--- src/rtl/memory_stage.sv ---
// Pipeline M stage: latches execute results, runs loads/stores over a req/ack data port,
// stalls upstream while an access is outstanding, and resolves the branch decision.
module memory_stage #(
    parameter int unsigned ADDR_W = 32
) (
    input  logic              clk,
    input  logic              rst,
    input  logic [31:0]       alu_out_e,
    input  logic [31:0]       write_data_e,
    input  logic [4:0]        write_reg_e,
    input  logic              reg_write_e,
    input  logic              mem_to_reg_e,
    input  logic              mem_write_e,
    input  logic              branch_e,
    input  logic              zero_e,
    output logic              dmem_req,
    output logic              dmem_we,
    output logic [ADDR_W-1:0] dmem_addr,
    output logic [31:0]       dmem_wdata,
    input  logic [31:0]       dmem_rdata,
    input  logic              dmem_ack,
    output logic              stall_m,
    output logic [31:0]       alu_out_m,
    output logic [31:0]       read_data_m,
    output logic [4:0]        write_reg_m,
    output logic              reg_write_m,
    output logic              mem_to_reg_m,
    output logic              pc_src_m,
    output logic              addr_err_m
);

    typedef enum logic [1:0] {StIdle, StBusy, StDone} state_e;

    state_e      state_q;
    logic [31:0] alu_q;
    logic [31:0] wdata_q;
    logic [4:0]  wreg_q;
    logic        reg_write_q;
    logic        mem_to_reg_q;
    logic        mem_write_q;
    logic        branch_q;
    logic        zero_q;
    logic [31:0] read_data_q;
    logic        addr_err_q;
    logic        mem_op;
    logic        aligned;

    assign mem_op  = mem_to_reg_q | mem_write_q;
    assign aligned = (alu_q[1:0] == 2'b00);

    // The stage only releases upstream in DONE or for a non-memory op in IDLE.
    always_comb begin
        stall_m = 1'b0;
        if (state_q == StBusy) begin
            stall_m = 1'b1;
        end else if (state_q == StIdle && mem_op) begin
            stall_m = 1'b1;
        end
    end

    always_ff @(posedge clk or posedge rst) begin
        if (rst) begin
            state_q      <= StIdle;
            alu_q        <= '0;
            wdata_q      <= '0;
            wreg_q       <= '0;
            reg_write_q  <= 1'b0;
            mem_to_reg_q <= 1'b0;
            mem_write_q  <= 1'b0;
            branch_q     <= 1'b0;
            zero_q       <= 1'b0;
            read_data_q  <= '0;
            addr_err_q   <= 1'b0;
        end else begin
            if (!stall_m) begin
                alu_q        <= alu_out_e;
                wdata_q      <= write_data_e;
                wreg_q       <= write_reg_e;
                reg_write_q  <= reg_write_e;
                mem_to_reg_q <= mem_to_reg_e;
                mem_write_q  <= mem_write_e;
                branch_q     <= branch_e;
                zero_q       <= zero_e;
            end
            unique case (state_q)
                StIdle: begin
                    if (mem_op) begin
                        if (aligned) begin
                            state_q <= StBusy;
                        end else begin
                            // Misaligned ops skip the bus entirely and report the error.
                            state_q     <= StDone;
                            addr_err_q  <= 1'b1;
                            read_data_q <= '0;
                        end
                    end
                end
                StBusy: begin
                    if (dmem_ack) begin
                        if (!mem_write_q) begin
                            read_data_q <= dmem_rdata;
                        end
                        state_q <= StDone;
                    end
                end
                StDone: begin
                    state_q    <= StIdle;
                    addr_err_q <= 1'b0;
                end
                default: state_q <= StIdle;
            endcase
        end
    end

    assign dmem_req     = (state_q == StBusy);
    assign dmem_we      = mem_write_q;
    assign dmem_addr    = {alu_q[ADDR_W-1:2], 2'b00};
    assign dmem_wdata   = wdata_q;
    assign alu_out_m    = alu_q;
    assign read_data_m  = read_data_q;
    assign write_reg_m  = wreg_q;
    assign reg_write_m  = reg_write_q & ~stall_m;
    assign mem_to_reg_m = mem_to_reg_q;
    assign pc_src_m     = branch_q & zero_q;
    assign addr_err_m   = addr_err_q;

endmodule

--- config.mk ---
export PLATFORM = sky130hd
export DESIGN_NAME = memory_stage
export DESIGN_NICKNAME = d
export VERILOG_FILES = /design/src/rtl/memory_stage.sv
export SDC_FILE = /design/constraint.sdc
export NUM_CORES = 1
export LEC_CHECK = 0
export ABC_AREA = 1
export ABC_CLOCK_PERIOD_IN_PS = 6000
export CORE_ASPECT_RATIO = 1.25
export CORE_UTILIZATION = 30
export CTS_BUF_LIST = sky130_fd_sc_hd__clkbuf_2
export CTS_CLUSTER_SIZE = 30
export DETAILED_ROUTE_END_ITERATION = 12
export PLACE_DENSITY = 0.67
export REMOVE_ABC_BUFFERS = 1
export SYNTH_ARGS = -nofsm -noshare
export SYNTH_HDL_FRONTEND = slang
export SYNTH_SLANG_ARGS = --single-unit
--- constraint.sdc ---
create_clock -name clk -period 6 [get_ports clk]
set_clock_uncertainty 0.1 [all_clocks]
set_input_delay 1.2 -clock clk [delete_from_list [all_inputs] [get_ports clk]]
set_output_delay 1.2 -clock clk [all_outputs]
set_load 0.05 [all_outputs]
==> impl_metrics.json <==
{
  "ys_types": 17,
  "core_um2": 15700,
  "synth_area_um2": 4870,
  "post_cts_buffers": 0,
  "path_class": "flip-flop to output pin",
  "synth_top_area_cell": "dfrtp_1",
  "min_path_type": "flip-flop to flip-flop",
  "ys_seq_elements": 109,
  "hpwlAfterDp_um": 9440,
  "grt_antenna_before_repair": 1,
  "start_util_pct": 31.0,
  "synth_edf_count": 0,
  "drive_gt1_share_pct": 3.43,
  "grt_pass1_wl_um": 21100,
  "ctsHoldBuffers": 0,
  "yosysMostFrequentCell": "nand2_1",
  "drt-total-wl_um": 13900,
  "cts_tree": "done",
  "fp.dieH_um": 144,
  "cts_resized": 0,
  "grt_pass1_vias": 4005,
  "portBuffers": 246,
  "timing.fmax_ghz": 0.217,
  "worstPathArrival_ns": 3.31,
  "grt_use_total_pct": 16.3,
  "rows": 51,
  "critPathSlowestCell": "clkdlybuf4s50_1",
  "clkLatencyLatePin_ns": 0.57,
  "grt_busiest_layer": "met2",
  "critPathRequiredTime_ns": 4.70,
  "use_met1_pct": 21.0,
  "async_reset_ff_share_pct": 100,
  "setup_viol": 0,
  "postSynthAreaPerCell_um2": 8.26,
  "gp_congestion": 0.798,
  "clkTransAtPathRegs_ns": 0.31,
  "pin_count": 249,
  "h-tree-depth": 3,
  "multi_input_area_um2": 1570,
  "clk_path_buf_depth": 2,
  "gr-usage-met3_pct": 4.95,
  "vias": 4381,
  "ys.flop_type": "dfrtp_1",
  "grt_max_degree": 78,
  "syn_inst": 590,
  "fillers": 1564,
  "die_area_um2": 16800,
  "cts-root-buf": "clkbuf_2",
  "wl_per_cell_um": 13.9,
  "synth.top_cells.by_count": "218 x nand2_1, 109 x dfrtp_1, 108 x nand3_1, 42 x buf_4",
  "die_w_um": 116,
  "setup_tns_ns": 0,
  "syn_to_final_growth_pct": 50.6,
  "antenna_cells": 0,
  "ant_nets": 0,
  "worstMarginPinSlew_ns": 0.861,
  "drv_slew": 0,
  "period_share_pct": 76.8,
  "yosys_warnings": 0,
  "numCtsBuffers": 9,
  "cp-start-kind": "flip-flop",
  "use_met2_pct": 26.5,
  "slew_headroom_pct": 42.6,
  "min_path_cells": 2,
  "register_area_um2": 2730,
  "cts_sinks": 109,
  "grt.overflow.total": 0,
  "maxCapViolCount": 0,
  "drc": 0,
  "r2r.worst_path.cells": 6,
  "endpoint_kind": "output pin",
  "synth_top_area_share_pct": 56.0,
  "final_nets": 893,
  "yosysSeqAreaShare_pct": 56.0,
  "critPathMaxFanout": 47,
  "drt-vias-per-instance": 4.39,
  "synth_area_leaders": "dfrtp_1 56%, nand2_1 17%, nand3_1 11%",
  "drt_iter0_drc": 268,
  "crit_chain": "inv_2 > nor2_4 > clkinv_2 > nand2_2 > clkdlybuf4s50_1",
  "layout_min_cycle_time_ns": 4.61,
  "cpPeakStageDelay_ns": 0.90,
  "hold_viol_final": 0,
  "status": "complete, no violations",
  "rsz0062_at_grt": "no",
  "drt_first_pass_iters": 4
}
-- final timing paths --
kind,start,to,slack [ns]
hold / removal,dmem_wdata[27],dmem_wdata[27],0.41
setup / recovery,state_q[0],stall_m,1.39
max in group asynchronous,rst,read_data_m[7],3.67
min in group asynchronous,rst,alu_out_m[0],0.98
setup reg to reg,mem_to_reg_m,read_data_m[29],2.97
hold reg to reg,dmem_wdata[27],dmem_wdata[27],0.41
-- cells in the final DEF (no fill, tap or decap), drive strengths merged --
cell and n:
buf 4, clkbuf 10, clkinv 1, clkdlybuf4s50 246
nor2 38, bufinv 2, conb 2, inv 39
nand2 221, o21ai 3, nand3 108, clkinvlp 2
dfrtp 109, a21oi 1, nor3 1
-- kinds of logic (layout without fill, tap and decap cells) --
group                  Yosys count  in the layout  synth area share (%)
AO/OA/AOI/OAI                    4              4                 0.488
AND/OR/NAND/NOR                368            368                  31.5
flip-flops                     109            109                  56.0
buffers and inverters          108            304                  12.0
other                            1              2                0.0770
-- registers in the layout, indices dropped and copies added, names as in the netlist, 2 cells and up --
register and flops:
read_data_m 32, dmem_wdata 32, alu_out_m 32, state_q 2, write_reg_m 5
-- critical path, delay by kind of cell, from the launching register on --
family        cells  cell delay [ns]
buf+inv           3             1.47
flops             1             0.48
simple gates      2             0.77
-- cell type report --
type | instances | share of cell area [%]
Sequential cell | 109 | 37.2
Clock buffer | 10 | 0.682
Inverter | 40 | 2.10
Clock inverter | 4 | 1.02
Multi-Input combinational cell | 374 | 21.4
Timing Repair Buffer | 250 | 34.0
Tap cell | 212 | 3.62
-- through the flow --
stage	util, %	cells	hold slack (ns)	worst slack (ns)	area (µm²)
2_1_floorplan	-	523	0.342	0.264	4440
3_3_place_gp	45.9	985	0.352	1.99	7210
3_5_place_dp	45.9	985	0.357	1.96	7210
4_1_cts	46.7	999	0.411	1.23	7340
5_1_grt	46.7	999	0.429	1.11	7340
6_report	46.7	999	0.406	1.39	7340
-- routing by layer --
metal,wire length (µm),part of all wire [%],vias up
li1,-,-,2169
met5,12,0.087,-
met2,6600,48,164
met4,134,0.97,2
met1,6010,43,2035
met3,1110,8.0,11
Power is not shown: default switching activity piles up to over one toggle a cycle in this logic, so the estimate is an artifact.
